===== config.mk =====
export PLATFORM = sky130hd
export DESIGN_NAME = mem_port_arbiter
export DESIGN_NICKNAME = d
export VERILOG_FILES = /design/src/rtl/lc3b_types.sv /design/src/rtl/mem_cmd_reg.sv /design/src/rtl/mem_port_arbiter.sv
export SDC_FILE = /design/constraint.sdc
export NUM_CORES = 1
export LEC_CHECK = 0
export BUFFER_PORTS_ARGS = -buffer_cell sky130_fd_sc_hd__buf_4
export CAP_MARGIN = 20
export CORE_AREA = 2 2 272 274
export CTS_BUF_LIST = sky130_fd_sc_hd__clkbuf_4
export DETAILED_ROUTE_END_ITERATION = 10
export DIE_AREA = 0 0 274 276
export HOLD_SLACK_MARGIN = 0.05
export PLACE_DENSITY = 0.3
export SLEW_MARGIN = 0
export SYNTH_ARGS = -nofsm -noshare
export SYNTH_HDL_FRONTEND = slang
export SYNTH_SLANG_ARGS = --single-unit

===== constraint.sdc =====
create_clock -name clk -period 1.9 [get_ports clk]
set_input_delay 0.38 -clock clk [delete_from_list [all_inputs] [get_ports clk]]
set_output_delay 0.38 -clock clk [all_outputs]
set_load 0.01 [all_outputs]

===== src/rtl/lc3b_types.sv =====
// Shared LC-3b types: machine word, cache line, and the memory-port
// arbiter's state and requester encodings.
package lc3b_types;

  typedef logic [15:0]  lc3b_word;
  typedef logic [127:0] lc3b_line;

  typedef enum logic [1:0] {
    IDLE,
    SERVE_I,
    SERVE_D
  } arb_state_t;

  typedef enum logic {
    SRC_I,
    SRC_D
  } arb_src_t;

endpackage


===== src/rtl/mem_cmd_reg.sv =====
// Memory command register: holds the address, write data and read/write
// command of the granted request so the memory port stays stable while
// memory works. The load enable captures a new command; the clear enable
// drops only the command bits, leaving address and data as they were.
module mem_cmd_reg #(
  parameter int ADDR_W = 16,
  parameter int LINE_W = 128
) (
  input  logic              clk,
  input  logic              rst_n,
  input  logic              load,
  input  logic              clear,
  input  logic              ld_read,
  input  logic              ld_write,
  input  logic [ADDR_W-1:0] ld_addr,
  input  logic [LINE_W-1:0] ld_wdata,
  output logic              cmd_read,
  output logic              cmd_write,
  output logic [ADDR_W-1:0] cmd_addr,
  output logic [LINE_W-1:0] cmd_wdata
);

  logic              read_reg;
  logic              write_reg;
  logic [ADDR_W-1:0] addr_reg;
  logic [LINE_W-1:0] wdata_reg;

  // Capture on grant, drop the command on completion, hold otherwise.
  always_ff @(posedge clk) begin
    if (!rst_n) begin
      read_reg  <= 1'b0;
      write_reg <= 1'b0;
      addr_reg  <= '0;
      wdata_reg <= '0;
    end else if (load) begin
      read_reg  <= ld_read;
      write_reg <= ld_write;
      addr_reg  <= ld_addr;
      wdata_reg <= ld_wdata;
    end else if (clear) begin
      read_reg  <= 1'b0;
      write_reg <= 1'b0;
    end
  end

  assign cmd_read  = read_reg;
  assign cmd_write = write_reg;
  assign cmd_addr  = addr_reg;
  assign cmd_wdata = wdata_reg;

endmodule


===== src/rtl/mem_port_arbiter.sv =====
// Arbiter sharing the physical-memory port between the I-cache and D-cache
// miss handlers. One request is captured per grant and held on the port
// until memory responds; the response strobe is routed to the granted side.
// Build option ARB_ROUND_ROBIN_EN: on a tie in IDLE, grant the requester
// that was not served last (default build: D always beats I).
module mem_port_arbiter
  import lc3b_types::*;
#(
  parameter int ADDR_W = 16,
  parameter int LINE_W = 128
) (
  input  logic              clk,
  input  logic              rst_n,
  input  logic              i_read,
  input  logic [ADDR_W-1:0] i_addr,
  output logic              i_resp,
  output logic [LINE_W-1:0] i_rdata,
  input  logic              d_read,
  input  logic              d_write,
  input  logic [ADDR_W-1:0] d_addr,
  input  logic [LINE_W-1:0] d_wdata,
  output logic              d_resp,
  output logic [LINE_W-1:0] d_rdata,
  output logic              pmem_read,
  output logic              pmem_write,
  output logic [ADDR_W-1:0] pmem_addr,
  output logic [LINE_W-1:0] pmem_wdata,
  input  logic              pmem_resp,
  input  logic [LINE_W-1:0] pmem_rdata,
  output logic              busy
);

  arb_state_t state_reg;
  logic       d_req;
  logic       i_req;
  logic       grant_d;
  logic       grant_i;
  logic       cmd_load;
  logic       cmd_clear;
  logic              ld_read;
  logic              ld_write;
  logic [ADDR_W-1:0] ld_addr;
  logic [LINE_W-1:0] ld_wdata;

`ifdef ARB_ROUND_ROBIN_EN
  arb_src_t last_reg;
`endif

  // Grant decision; requests are only looked at while IDLE.
  always_comb begin
    d_req   = d_read | d_write;
    i_req   = i_read;
    grant_d = 1'b0;
    grant_i = 1'b0;
    if (state_reg == IDLE) begin
`ifdef ARB_ROUND_ROBIN_EN
      if (d_req && i_req) begin
        grant_d = (last_reg == SRC_I);
        grant_i = (last_reg == SRC_D);
      end else begin
        grant_d = d_req;
        grant_i = i_req;
      end
`else
      grant_d = d_req;
      grant_i = i_req & ~d_req;
`endif
    end
  end

  // Command to capture: a D request with both bits set is treated as a write.
  always_comb begin
    cmd_load  = grant_d | grant_i;
    cmd_clear = (state_reg != IDLE) && pmem_resp;
    ld_read   = grant_d ? (d_read & ~d_write) : 1'b1;
    ld_write  = grant_d & d_write;
    ld_addr   = grant_d ? d_addr : i_addr;
    ld_wdata  = grant_d ? d_wdata : pmem_wdata;
  end

  // Grant FSM: IDLE -> SERVE_x on grant, back to IDLE on the memory response.
  always_ff @(posedge clk) begin
    if (!rst_n) begin
      state_reg <= IDLE;
`ifdef ARB_ROUND_ROBIN_EN
      last_reg  <= SRC_I;
`endif
    end else begin
      case (state_reg)
        IDLE: begin
          if (grant_d) begin
            state_reg <= SERVE_D;
          end else if (grant_i) begin
            state_reg <= SERVE_I;
          end
`ifdef ARB_ROUND_ROBIN_EN
          if (grant_d) begin
            last_reg <= SRC_D;
          end else if (grant_i) begin
            last_reg <= SRC_I;
          end
`endif
        end
        SERVE_I, SERVE_D: begin
          if (pmem_resp) begin
            state_reg <= IDLE;
          end
        end
        default: state_reg <= IDLE;
      endcase
    end
  end

  mem_cmd_reg #(
    .ADDR_W (ADDR_W),
    .LINE_W (LINE_W)
  ) u_cmd (
    .clk       (clk),
    .rst_n     (rst_n),
    .load      (cmd_load),
    .clear     (cmd_clear),
    .ld_read   (ld_read),
    .ld_write  (ld_write),
    .ld_addr   (ld_addr),
    .ld_wdata  (ld_wdata),
    .cmd_read  (pmem_read),
    .cmd_write (pmem_write),
    .cmd_addr  (pmem_addr),
    .cmd_wdata (pmem_wdata)
  );

  // Response strobes are qualified by the granted side; data is shared.
  assign i_resp  = (state_reg == SERVE_I) && pmem_resp;
  assign d_resp  = (state_reg == SERVE_D) && pmem_resp;
  assign i_rdata = pmem_rdata;
  assign d_rdata = pmem_rdata;
  assign busy    = (state_reg != IDLE);

  // Read and writeback together is a requester protocol violation.
  assert property (@(posedge clk) disable iff (!rst_n) !(d_read && d_write));

endmodule

# [Word-level counts from Yosys, hierarchy flattened]
# Index checks and enable logic that the tools add are counted.
# W data, S select, Z words.
[word_totals] regBits=148 input_bits=294 out_inout_bits=405 elab_cells=36
[op_classes] eq_ne=4 mux=11 bitwise=7 n_reduce_logical=9
[ops] cell="$mux W16" n=1
[ops] cell="$mux W1" n=6
[ops] cell="$mux W2" n=3
[ops] cell="$pmux W2 S2" n=1
[ops] cell="$reduce_and A2 Y1" n=2
[ops] cell="$reduce_bool A2 Y1" n=2
[ops] cell="$and A1 B1 Y1" n=3
[ops] cell="$logic_and A1 B1 Y1" n=3
[ops] cell="$ne A3 B3 Y1 const B" n=1
[ops] cell="$eq A2 B1 Y1 const B" n=1
[ops] cell="$eq A2 B2 Y1 const B" n=1
[ops] cell="$logic_not A2 Y1" n=1
[ops] cell="$ne A2 B2 Y1 const B" n=1
[ops] cell="$not A1 Y1" n=2
[ops] cell="$or A1 B1 Y1" n=2
[ops] cell="$reduce_or A2 Y1" n=1

# [Logic depth before layout (Yosys ltp)]
[logic_depth] ltp_word=7 depth_mapped=8 depth_no_buf=5

# [Modules after synthesis]
# Synthesis repeated with hierarchy kept, for this count alone.
[unflattened] hier_cells=911 hier_area_um2=9721.8
[by_module_without_submodules] module="mem_cmd_reg" n_inst=1 cells_each=471 area_per_inst_um2=5647.9 seq_area_each_um2=2922.8
[by_module_without_submodules] module="mem_port_arbiter" n_inst=1 cells_each=440 area_per_inst_um2=4073.9 seq_area_each_um2=40.0

# [Least setup slack after synthesis]
# Ideal clock, no wire load.
[synth_timing] path_kind="flip-flop to flip-flop" from="register state_reg[0]" to="register u_cmd.wdata_reg[0], in the netlist u_cmd.cmd_wdata[0]" setup_time_ps=116 arrival_time_ps=1249 required_time_ps=1784 path_slack_ps=535 stages_incl_launch_ff=9 n_path_buf=3 period_less_slack_ps=1365 cell_sequence="dfxtp_1 inv_1 ha_1 buf_2 o21a_1 buf_4 buf_4 nand2_1 a21boi_1"
[synth_via] elab_chain_len=4 word_cells_on_any_way=5 classes_between="mux: 2; bitwise: 1; reduce/logical: 2"
[synth_lines] element="start: declaration" line="mem_port_arbiter.sv:33" rtl="arb_state_t state_reg;"
[synth_lines] element="start signal: assignment" line="mem_port_arbiter.sv:84" rtl="state_reg <= IDLE;"
[synth_lines] element="start signal: assignment" line="mem_port_arbiter.sv:92" rtl="state_reg <= SERVE_D;"
[synth_lines] element="start signal: assignment" line="mem_port_arbiter.sv:94" rtl="state_reg <= SERVE_I;"
[synth_lines] element="$logic_not A2 Y1 (*)" line="mem_port_arbiter.sv:55" rtl="if (state_reg == IDLE) begin"
[synth_lines] element="$mux W1" line="mem_port_arbiter.sv:55"
[synth_lines] element="$or A1 B1 Y1" line="mem_port_arbiter.sv:73" rtl="cmd_load = grant_d | grant_i;"
[synth_lines] element="$reduce_and A2 Y1 (no line) (*)"
[synth_lines] element="end signal: assignment" line="mem_cmd_reg.sv:39" rtl="wdata_reg <= ld_wdata;"
[synth_lines] element="end: declaration" line="mem_cmd_reg.sv:26" rtl="logic [LINE_W-1:0] wdata_reg;"
# Every way passes the cells marked *; elsewhere a longest branch is shown, timed or not.
# A chain may end at the register's enable or synchronous reset.

# [Worst setup path after layout]
[layout_timing] from="register state_reg[0]" to="output i_resp"
[layout_via] elab_chain_len=2
[layout_lines] element="$eq A2 B1 Y1" line="mem_port_arbiter.sv:133" rtl="assign i_resp = (state_reg == SERVE_I) && pmem_resp;"
[layout_lines] element="$logic_and A1 B1 Y1" line="mem_port_arbiter.sv:133"
[layout_lines] element="end: declaration" line="mem_port_arbiter.sv:16" rtl="output logic i_resp,"
# Every way passes these cells.

==> run summary <==
Synth Flop Type -> sky130_fd_sc_hd__dfxtp_1
post-route DRC violation count -> 0
sequential cell area in the final layout -> 2970 sq um
pin count of the biggest net entering global routing -> 76
library cell used as clock root buffer -> sky130_fd_sc_hd__clkbuf_4
fmax -> 0.505 GHz
Max Root-Sink Buffers -> 2
post-detailed-routing wire length -> 27800 um
Worst Setup Slack, final -> -79.4 ps
final number of setup-violating endpoints -> 6
total cell area at the placement stage -> 9200 sq um
R2R setup slack -> -20 ps
total internal power -> 0.00585 W
flop and latch count out of synthesis -> 148
global-route total usage across every layer -> 0.0715
Die Span Y -> 276 um
clock skew -> 17.8 ps
post-layout utilization of the core -> 0.159
wire length of the first global-routing pass -> 40100 um
Synth Instances -> 916
instance count along the most critical hold path -> 5
endpoint arrival time on the critical path -> 1600 ps
ports placed on the boundary -> 699
TritonCTS clock tree -> yes
worst voltage drop across the vdd grid -> 0.337 mV
Clock transition at path regs -> 150 ps
fill cell total of the finished layout -> 8359
Post-synth EDFFs -> 0
total die area -> 75600 sq um
fraction of layout cells with a size suffix above 1 -> 0.336
initial cell density of the core -> 0.106
worst reg2reg endpoint -> u_cmd.cmd_addr[1]
run status -> complete, but fails checks
final layout net count -> 1444
part of the power in registers -> 0.417
type of the worst setup path -> reg2out
sequential share of the synthesized area -> 0.386
violations in the final reports -> setup timing
Setup WS pre-CTS -> 177 ps
fraction of power spent switching nets -> 0.325
Leakage -> 4.89 nW
setup repair after global routing missed its margin -> yes
max FFs per register -> 128
vias in the first global route -> 6723
critical path peak fanout -> 2
worst skew pair latency -> 700 ps
number of iterations in the first detailed-routing pass -> 4
worst-margin pin slew -> 460 ps
final number of hold-violating endpoints -> 0
part of the total power dissipated in the clock network -> 0.290
Via Count -> 6449
max-slew violation count -> 0
Placed Cells -> 1897
path class of the lowest-slack min-delay path -> in2reg
library cells used by synthesis -> 25
max_slew headroom -> 0.693
worst r2r src -> state_reg[1]
final routed wire length divided by cell count -> 13.1 um
Crit. End Element -> output port
cell area after synthesis -> 7680 sq um
synthesized net count -> 1213
yosys warns -> 0
area growth from synthesis to layout -> 50.2%
worst min-delay path startpoint -> d_write
hold path endpoint -> u_cmd.cmd_addr[3]
Congestion Overflow GR -> 0
Non-Filler Cell Area, Final -> 11500 sq um
reported max-cap violation count -> 0
Placement Rows -> 99
power share of the combinational group -> 0.294
antenna violations before repair -> 2
clock sink count -> 148
weighted congestion at the end of routability-driven global placement -> 0.672
cell count of the worst reg-to-reg path -> 8
required time of the worst setup path -> 1520 ps
area of combinational cells with multiple inputs -> 2520 sq um
power density cells -> 752 nW/um^2
hpwl dp -> 19300 um
PortBufs -> 314
number of cells in the finished layout apart from fillers -> 2123
Sw Pwr -> 0.00281 W
setup_tns -> -244 ps
Vias/cell -> 3.04
share of flip-flops with an asynchronous set or reset -> 0
floorplan die width -> 274 um
Core Box Area -> 72600 sq um
syn_area_per_cell -> 8.38 sq um
htree depth -> 4
crit share post-route -> 1.04
Critical Path Source Type -> flop
number of buffers created by CTS -> 17
count of antenna-violating nets left after detailed routing -> 0
violation count after the first detailed-routing iteration -> 164
post-layout minimum cycle time -> 1980 ps
placed cells by master, fill, tap and decap left out, drive strengths merged:
cell type | synthesis | layout
clkbuf | 17 | 19
dlygate4sd3 | 0 | 173
mux2i | 16 | 16
nor2 | 2 | 3
diode | 0 | 4
o21a | 1 | 1
bufinv | 0 | 4
nor2b | 2 | 2
clkinv | 0 | 6
a21oi | 18 | 18
clkinvlp | 0 | 1
o21ai | 21 | 21
buf | 290 | 340
dlymetal6s4s | 0 | 3
inv | 3 | 7
o31a | 1 | 1
nand2 | 258 | 258
and2 | 2 | 2
nor4b | 1 | 1
a21boi | 131 | 131
ha | 3 | 3
nor3b | 1 | 1
dfxtp | 148 | 148
nand2b | 1 | 1
Yosys cell counts (all sizes together) (3+ instances only):
cell type,number,share of area
buf,290,0.29
nand2,258,0.13
dfxtp,148,0.39
a21boi,131,0.13
o21ai,21,0.014
a21oi,18,0.012
clkbuf,17,0.0093
mux2i,16,0.021
ha,3,0.0049
inv,3,0.0015
per-layer routing:
metal | vias up | routed length [um] | part of all wire | global-route usage
met5 | - | 0 | 0 | 0.00578
met4 | 0 | 1520 | 0.055 | 0.0514
met3 | 102 | 2970 | 0.11 | 0.0396
met2 | 340 | 13000 | 0.47 | 0.115
met1 | 2876 | 10300 | 0.37 | 0.0686
li1 | 3131 | - | - | -
worst max-delay path by stage:
| stage | from | end | slack (ps) | cells past startpoint |
|---|---|---|---|---|
| 3_5_place_dp | state_reg[0] | u_cmd.cmd_wdata[53] | 180 | 7 |
| 4_1_cts | state_reg[1] | i_resp | -280 | 4 |
| 6_report | state_reg[0] | i_resp | -80 | 4 |
| 3_3_place_gp | state_reg[0] | u_cmd.cmd_wdata[111] | 210 | 7 |
| 5_1_grt | state_reg[0] | i_resp | -260 | 4 |
| 2_1_floorplan | state_reg[0] | u_cmd.cmd_wdata[0] | 540 | 8 |
logic make-up after synthesis:
group | count (synthesis) | share of synthesized area
adders and majority gates | 3 | 0.00489
DFF | 148 | 0.386
and+or+nand+nor | 267 | 0.135
muxes | 16 | 0.0209
AOI/OAI and AO/OA | 172 | 0.156
buffers and inverters | 310 | 0.297
critical path, stage by stage, from the launching register on:
cell and delay (ps):
sky130_fd_sc_hd__dfxtp_2 370, sky130_fd_sc_hd__buf_6 120, sky130_fd_sc_hd__ha_4 150, sky130_fd_sc_hd__and2_4 130, sky130_fd_sc_hd__buf_6 120
area by class of cell:
type                    instances  area share
repair buffers                518       0.389
flip-flops and latches        148       0.257
clock inverters                15      0.0175
multi-input cells             459       0.219
well taps                     959       0.104
inverters                       3     0.00141
diodes                          4    0.000868
clock buffers                  17      0.0111
per-stage QoR:
step | total power, W | hold slack, ps
final | 0.00867 | 305
after global routing | 0.00935 | 169
after CTS | 0.00891 | 66.1
after detailed placement | 0.00582 | 446
after global placement | 0.00581 | 442
after floorplan | 0.00524 | 469
repair_timing:
item                                    in CTS  in global routing
setup buffers                                1                 10
hold buffers                               178                  2
pin swaps                                    2                  4
resized for setup                           16                 15
endpoints found under the setup margin       3                 12
gates cloned                                 0                  3
hold endpoints to repair                   148                  1
power groups by stage:
stage	clock (W)	sequential, W	combinational, W
floorplan	0	0.00381	0.00143
global placement	0	0.00367	0.00214
detailed placement	0	0.00368	0.00215
CTS	0.00278	0.00362	0.00252
global route	0.00288	0.00366	0.00281
finish	0.00251	0.00361	0.00255
Note: power is estimated with default switching activity, not from simulation.
